## src/rtl/seg7_scan_driver.sv

```systemverilog
// Four-digit multiplexed seven-segment driver (common anode, active-low) with
// frame-synchronous double-buffered updates and a free-running blink level.
module seg7_scan_driver #(
    parameter int REFRESH_DIV = 100000,
    parameter int BLINK_DIV   = 25000000
) (
    input  logic        clk,
    input  logic        reset,
    input  logic [15:0] digits,
    input  logic [3:0]  dp_mask,
    input  logic [3:0]  blank_mask,
    input  logic        update,
    input  logic        blink_en,
    output logic [3:0]  an,
    output logic [6:0]  seg,
    output logic        dp,
    output logic        blink,
    output logic        update_pending
);

    localparam int RW = (REFRESH_DIV > 1) ? $clog2(REFRESH_DIV) : 1;
    localparam int BW = (BLINK_DIV > 1) ? $clog2(BLINK_DIV) : 1;
    localparam logic [RW-1:0] REF_LAST = RW'(REFRESH_DIV - 1);
    localparam logic [BW-1:0] BLK_LAST = BW'(BLINK_DIV - 1);

    function automatic logic [6:0] hex7(input logic [3:0] nib);
        logic [6:0] s;
        case (nib)
            4'h0: s = 7'b1000000;
            4'h1: s = 7'b1111001;
            4'h2: s = 7'b0100100;
            4'h3: s = 7'b0110000;
            4'h4: s = 7'b0011001;
            4'h5: s = 7'b0010010;
            4'h6: s = 7'b0000010;
            4'h7: s = 7'b1111000;
            4'h8: s = 7'b0000000;
            4'h9: s = 7'b0010000;
            4'hA: s = 7'b0001000;
            4'hB: s = 7'b0000011;
            4'hC: s = 7'b1000110;
            4'hD: s = 7'b0100001;
            4'hE: s = 7'b0000110;
            default: s = 7'b0001110;
        endcase
        return s;
    endfunction

    logic [RW-1:0] r_ref_cnt;
    logic [1:0]    r_idx;
    logic [BW-1:0] r_blink_cnt;
    logic          r_blink;

    logic [15:0]   r_sh_digits;
    logic [3:0]    r_sh_dp;
    logic [3:0]    r_sh_blank;
    logic [15:0]   r_act_digits;
    logic [3:0]    r_act_dp;
    logic [3:0]    r_act_blank;
    logic          r_pending;

    logic [3:0]    r_an_p1;
    logic [6:0]    r_seg_p1;
    logic          r_dp_p1;

    logic          w_slot_end;
    logic          w_frame_wrap;
    logic [3:0]    w_nib;
    logic [3:0]    w_an_next;
    logic [6:0]    w_seg_next;
    logic          w_dp_next;

    assign w_slot_end   = (r_ref_cnt == REF_LAST);
    assign w_frame_wrap = w_slot_end && (r_idx == 2'd3);

    // Refresh timebase and digit index
    always_ff @(posedge clk) begin
        if (reset) begin
            r_ref_cnt <= '0;
            r_idx     <= 2'd0;
        end else if (w_slot_end) begin
            r_ref_cnt <= '0;
            r_idx     <= r_idx + 2'd1;
        end else begin
            r_ref_cnt <= r_ref_cnt + RW'(1);
        end
    end

    // Shadow/active buffers: active only changes on the frame wrap, and an
    // update landing on the wrap itself bypasses the shadow so nothing is lost.
    always_ff @(posedge clk) begin
        if (reset) begin
            r_sh_digits  <= '0;
            r_sh_dp      <= '0;
            r_sh_blank   <= '0;
            r_act_digits <= '0;
            r_act_dp     <= '0;
            r_act_blank  <= '0;
            r_pending    <= 1'b0;
        end else begin
            if (update) begin
                r_sh_digits <= digits;
                r_sh_dp     <= dp_mask;
                r_sh_blank  <= blank_mask;
            end
            if (w_frame_wrap && update) begin
                r_act_digits <= digits;
                r_act_dp     <= dp_mask;
                r_act_blank  <= blank_mask;
                r_pending    <= 1'b0;
            end else if (w_frame_wrap && r_pending) begin
                r_act_digits <= r_sh_digits;
                r_act_dp     <= r_sh_dp;
                r_act_blank  <= r_sh_blank;
                r_pending    <= 1'b0;
            end else if (update) begin
                r_pending <= 1'b1;
            end
        end
    end

    assign w_nib = r_act_digits[{r_idx, 2'b00} +: 4];

    always_comb begin
        w_an_next  = ~(4'b0001 << r_idx);
        w_seg_next = hex7(w_nib);
        w_dp_next  = ~r_act_dp[r_idx];
        if (r_act_blank[r_idx]) begin
            w_an_next  = 4'b1111;
            w_seg_next = 7'b1111111;
        end
    end

    // Output register stage: one cycle behind the index
    always_ff @(posedge clk) begin
        if (reset) begin
            r_an_p1  <= 4'b1111;
            r_seg_p1 <= 7'b1111111;
            r_dp_p1  <= 1'b1;
        end else begin
            r_an_p1  <= w_an_next;
            r_seg_p1 <= w_seg_next;
            r_dp_p1  <= w_dp_next;
        end
    end

    // Blink generator; disabling parks it in the visible phase
    always_ff @(posedge clk) begin
        if (reset || !blink_en) begin
            r_blink_cnt <= '0;
            r_blink     <= 1'b1;
        end else if (r_blink_cnt == BLK_LAST) begin
            r_blink_cnt <= '0;
            r_blink     <= ~r_blink;
        end else begin
            r_blink_cnt <= r_blink_cnt + BW'(1);
        end
    end

    assign an             = r_an_p1;
    assign seg            = r_seg_p1;
    assign dp             = r_dp_p1;
    assign blink          = r_blink;
    assign update_pending = r_pending;

endmodule

```

## config.mk

```make
export PLATFORM = sky130hd
export DESIGN_NAME = seg7_scan_driver
export DESIGN_NICKNAME = d
export VERILOG_FILES = /design/src/rtl/seg7_scan_driver.sv
export SDC_FILE = /design/constraint.sdc
export NUM_CORES = 1
export LEC_CHECK = 0
export CAP_MARGIN = 25
export CORE_AREA = 2 2 107 109
export CTS_CLUSTER_DIAMETER = 100
export CTS_CLUSTER_SIZE = 16
export DETAILED_ROUTE_END_ITERATION = 7
export DIE_AREA = 0 0 109 111
export GPL_ROUTABILITY_DRIVEN = 0
export PLACE_DENSITY = 0.74
export SETUP_SLACK_MARGIN = 0.4
export SLEW_MARGIN = 20
export SYNTH_ARGS = -nofsm -noshare
export SYNTH_HDL_FRONTEND = slang
export SYNTH_SLANG_ARGS = --single-unit
```

## constraint.sdc

```tcl
create_clock -name clk -period 2.7 [get_ports clk]
set_input_delay 0.81 -clock clk [delete_from_list [all_inputs] [get_ports clk]]
set_output_delay 0.81 -clock clk [all_outputs]
set_load 0.01 [all_outputs]
```

Word level (Yosys, flattened, before mapping). Memory sizes are Yosys's and may differ from the RTL's. A register that Yosys moved wholly into a read port is not among the register bits. Index checks and enable logic that the tools add are counted. Widths: inputs -> output; s select.

Bits in registers: 99. Memory bits (read-only): 112. Output and inout bits: 14. Logic and storage cells: 46. Memories kept: 1.

Memory list: (name not given) (words 16, width 7, rd ports 1, clocked after Yosys merged registers in 1, wr ports 0, line 28) `case (nib)`.

Add/sub/neg operators: 3. Order comparisons: 1. Eq/ne operators: 3. Shift operators: 2. Muxes and demuxes: 10. Bitwise logic cells: 3. Reductions and logical operators: 10.

Operators with widths (count): $mux 16 (2); $add 25x1->25 const B (1); $eq 25x25->1 const B (1); $add 17x1->17 const B (1); $eq 17x17->1 const B (1); $mux 4 (4); $shiftx 16x5->4 (1); $reduce_or 2->1 (3); $bmux 1 s2 (2); $not 4->4 (1); $shl 1x2->4 const A (1); $logic_and 1x1->1 (3); $lt 2x3->1 const B (1); $reduce_or 3->1 (1); $add 2x1->2 const B (1); $eq 2x2->1 const B (1); $mux 1 (2); $not 1->1 (2); $reduce_bool 2->1 (1); $logic_not 1->1 (1); $logic_or 1x1->1 (1).

Logic depth before layout (Yosys ltp).
Depth in word-level cells: 5. Mapped depth: 7. Gate-level depth less buffers: 6.

Worst setup path after synthesis. OpenSTA, ideal clock, no wires.

Path type: register -> register. Start point: register r_idx[0]. End point: register r_seg_p1[3] (netlist: seg[3]). Library setup time: 134 ps. Arrival: 1996 ps. Slack: 570 ps. Stages on the path, launching flop included: 7. Clock period less this slack: 2130 ps. Cells stage by stage: dfxtp_1 -> buf_2 -> mux4_2 -> ha_1 -> or2_0 -> a2111oi_0 -> a31oi_1.

Cells in the longest elaborated chain, start to end: 3. Elaborated cells on any way between the ends: 4. Those cells by class: shift: 1; mux: 2; reduce/logical: 1.

Ends and longest elaborated chain: start, declared (line 50) `logic [1:0] r_idx;`; start signal, assigned (line 83) `r_idx <= r_idx + 2'd1;`; parallel branches: the longest is 3 deep, another holds $shiftx 16x5->4; end, declared (line 63) `logic [6:0] r_seg_p1;`.

Several ways; the timed one is not identified. The select of a mux whose other input is x is not followed. A chain may end at the register's enable or synchronous reset.

Final worst setup path.
Start point: register r_pending (netlist: update_pending). End point: output port update_pending.

RTL lines: start, declared (line 60) `logic r_pending;`; start signal, assigned (line 99) `r_pending <= 1'b0;`; start signal, assigned (line 110) `r_pending <= 1'b0;`; start signal, assigned (line 115) `r_pending <= 1'b0;`; end, declared (line 18) `output logic update_pending`.

No word-level cell between the ends.

==> results_dict.tcl <==
set metrics [dict create \
    yosysUniqueCellTypes 45 \
    period_needed_ns 2.19 \
    cp.required_ns 1.89 \
    final_cell_area_mm2 0.00561 \
    syn_inst 510 \
    cts_htree_levels 3 \
    synth_top_area_frac 0.444 \
    slew_violations 0 \
    gr-usage-all-layers 0.175 \
    power_mw 3.10 \
    area_growth_pct 17.4 \
    yosysWarnings 0 \
    die_w_um 109 \
    postRouteAntennaNets 0 \
    ir_drop_mv 0.400 \
    grt_pass1_vias 3699 \
    r2r_end "r_blink_cnt[18]" \
    cts_buffers 9 \
    hold-path-endpoint "r_blink_cnt[0]" \
    synthFlopType "dfxtp_1" \
    clockPowerShare 0.415 \
    status "finished clean" \
    dp_hpwl_um 7010 \
    wire_per_inst_um 14.7 \
    fin_skew_ns 0.0114 \
    path_clk_slew_ns 0.07 \
    crit_path_start_kind "register" \
    crit_path_end_kind "primary output" \
    r2r_slack_ns 0.55 \
    comb_power_share 0.063 \
    slowest_stage "clkdlybuf4s50_1" \
    grt_max_degree 29 \
    nets 580 \
    drive_gt1_frac 0.0936 \
    grt_pass1_wl_um 16900 \
    io_pins 42 \
    first_iter_violations 302 \
    synth_edf_count 0 \
    synth_fp_nets 550 \
    antenna_found_initial 0 \
    coreArea_mm2 0.0111 \
    cp.arrival_ns 1.38 \
    avgSynthCellArea_um2 9.37 \
    timing.rr.start "r_blink_cnt[15]" \
    rsz0062_at_grt "false" \
    finalCritPeriodShare 0.812 \
    ys_top_cells_by_area "dfxtp_1 (44%), mux2i_1 (5.4%), nor2_1 (4.6%)" \
    insertion_delay_ns 0.35 \
    hold_slack_ns 0.440 \
    cts_sinks 106 \
    holdBufCountCts 0 \
    path_buf_inv 1 \
    powerDensity_mw_per_mm2 552 \
    vias_per_cell 5.50 \
    ys_seq_area_frac 0.444 \
    critPathMaxFanout 7 \
    crit_chain "clkdlybuf4s50_1" \
    initial_core_util 0.431 \
    max_slew_margin 0.395 \
    drt_pass1_iterations 4 \
    ys_ff_latch 106 \
    fp-row-count 39 \
    cts-root-buf "clkbuf_16" \
    yosysTopAreaCell "dfxtp_1" \
    setup_violations 0 \
    cts_tree "done" \
    hp-start "r_blink_cnt[0]" \
    port_buffers 41 \
    cts_max_path_buffers 2 \
    setup_tns_ns 0 \
    max_freq_ghz 0.456 \
    wirelength_um 10100 \
    die_y_um 111 \
    cp_top_family "buffers and inverters" \
    rr_worst_depth 4 \
    whs_path_depth 1 \
    die_area_mm2 0.0121 \
    finalHoldViolCount 0 \
    cp_num_cells 1 \
    max_stage_delay_ns 0.59 \
    p_int_mw 2.42 \
    max_cap_violations 0 \
    drt_drc_violations_left 0 \
    leakagePower_nw 1.95 \
    synth_area_mm2 0.00478 \
    post_dp_cell_area_mm2 0.00529 \
    swShare 0.220 \
    worst_pin_slew_ns 0.902 \
    pwr-share-seq 0.522 \
    grt-ovfl-total 0 \
    num_vias 3787 \
    hp-class "register to register" \
    antenna_cells 0 \
    async_flop_share 0 \
    switchingPower_mw 0.680 \
    cts_setup_buffers 0 \
    crit_type "register to primary output" \
]
-- metal layers --
layer / track usage / up-vias / part of all wire
met2: 0.288 / 59 / 0.49
met5: 0 / - / 0
li1: - / 1905 / -
met4: 0.0581 / 0 / 0.015
met1: 0.221 / 1810 / 0.46
met3: 0.0429 / 13 / 0.035
-- power by group through the flow --
| stage | logic (mW) | registers [mW] | clock network (mW) |
|---|---|---|---|
| 2_1_floorplan | 0.111 | 1.65 | 0 |
| 3_3_place_gp | 0.188 | 1.65 | 0 |
| 3_5_place_dp | 0.192 | 1.65 | 0 |
| 4_1_cts | 0.193 | 1.62 | 1.31 |
| 5_1_grt | 0.214 | 1.62 | 1.39 |
| 6_report | 0.194 | 1.62 | 1.28 |
-- metrics by stage --
step	util	std cells	setup WS, ns
after floorplan	-	510	0.570
after global placement	0.477	670	0.405
after detailed placement	0.477	671	0.289
after CTS	0.503	687	0.451
after global routing	0.506	688	0.389
final	0.506	688	0.507
-- synth_stat cells (all sizes together), types with 4 or more instances --
master / n
xnor2: 9
and4: 7
nand4: 14
or4: 8
or3: 10
o22ai: 10
nand3: 28
mux2i: 26
o221ai: 4
o31ai: 8
nor2: 58
a22o: 13
o21ai: 26
buf: 14
mux4: 6
ha: 12
xor2: 15
a21oi: 32
clkbuf: 19
dfxtp: 106
nand2: 24
a221oi: 11
inv: 22
-- what timing repair did --
item	CTS	global route
endpoints found under the setup margin	1	13
pin swaps	0	1
hold endpoints to repair	0	0
gates cloned	0	1
gates resized for setup	1	4
-- cell type report --
class / count / area (µm²)
Multi-Input combinational cell: 350 / 2460
Tap cell: 143 / 179
Fill cell: 996 / 5470
Inverter: 22 / 82.6
Timing Repair Buffer: 51 / 473
Clock inverter: 4 / 52.6
Sequential cell: 106 / 2120
Clock buffer: 12 / 236
-- how the worst max path moves through the flow --
stage | from | to | slack (ns)
global placement | r_idx[1] | seg[3] | 0.40
global route | r_blink_cnt[16] | r_blink_cnt[0] | 0.39
floorplan | r_idx[0] | seg[3] | 0.57
detailed placement | r_idx[1] | seg[3] | 0.29
finish | update_pending | update_pending | 0.51
CTS | r_idx[0] | seg[3] | 0.45
-- cells in the final DEF, fill, tap and decap left out, types with 12 or more instances in the layout --
cell type,instances
ha_1,12
nor2_1,58
dfxtp_1,105
o21ai_0,25
xor2_1,15
a21oi_1,32
clkdlybuf4s50_1,39
nand4_1,14
a22o_1,13
nand2_1,24
mux2i_1,26
nand3_1,28
inv_1,22
-- sequential cells by signal (all words and copies together), names as in the netlist --
register	flops
r_blink_cnt	25
r_act_blank	4
r_idx	2
r_ref_cnt	17
dp	1
blink	1
seg	7
r_sh_blank	4
r_act_digits	16
update_pending	1
r_sh_digits	16
r_sh_dp	4
r_act_dp	4
an	4
-- cells by family after synthesis --
kind of cell / synth area share
adders and majority gates: 0.0314
muxes: 0.0828
DFF: 0.444
AOI/OAI and AO/OA: 0.157
xor gates and xnor gates: 0.0440
buffers and inverters: 0.0490
and+or+nand+nor: 0.192
Power figures use the tool's default switching activity.
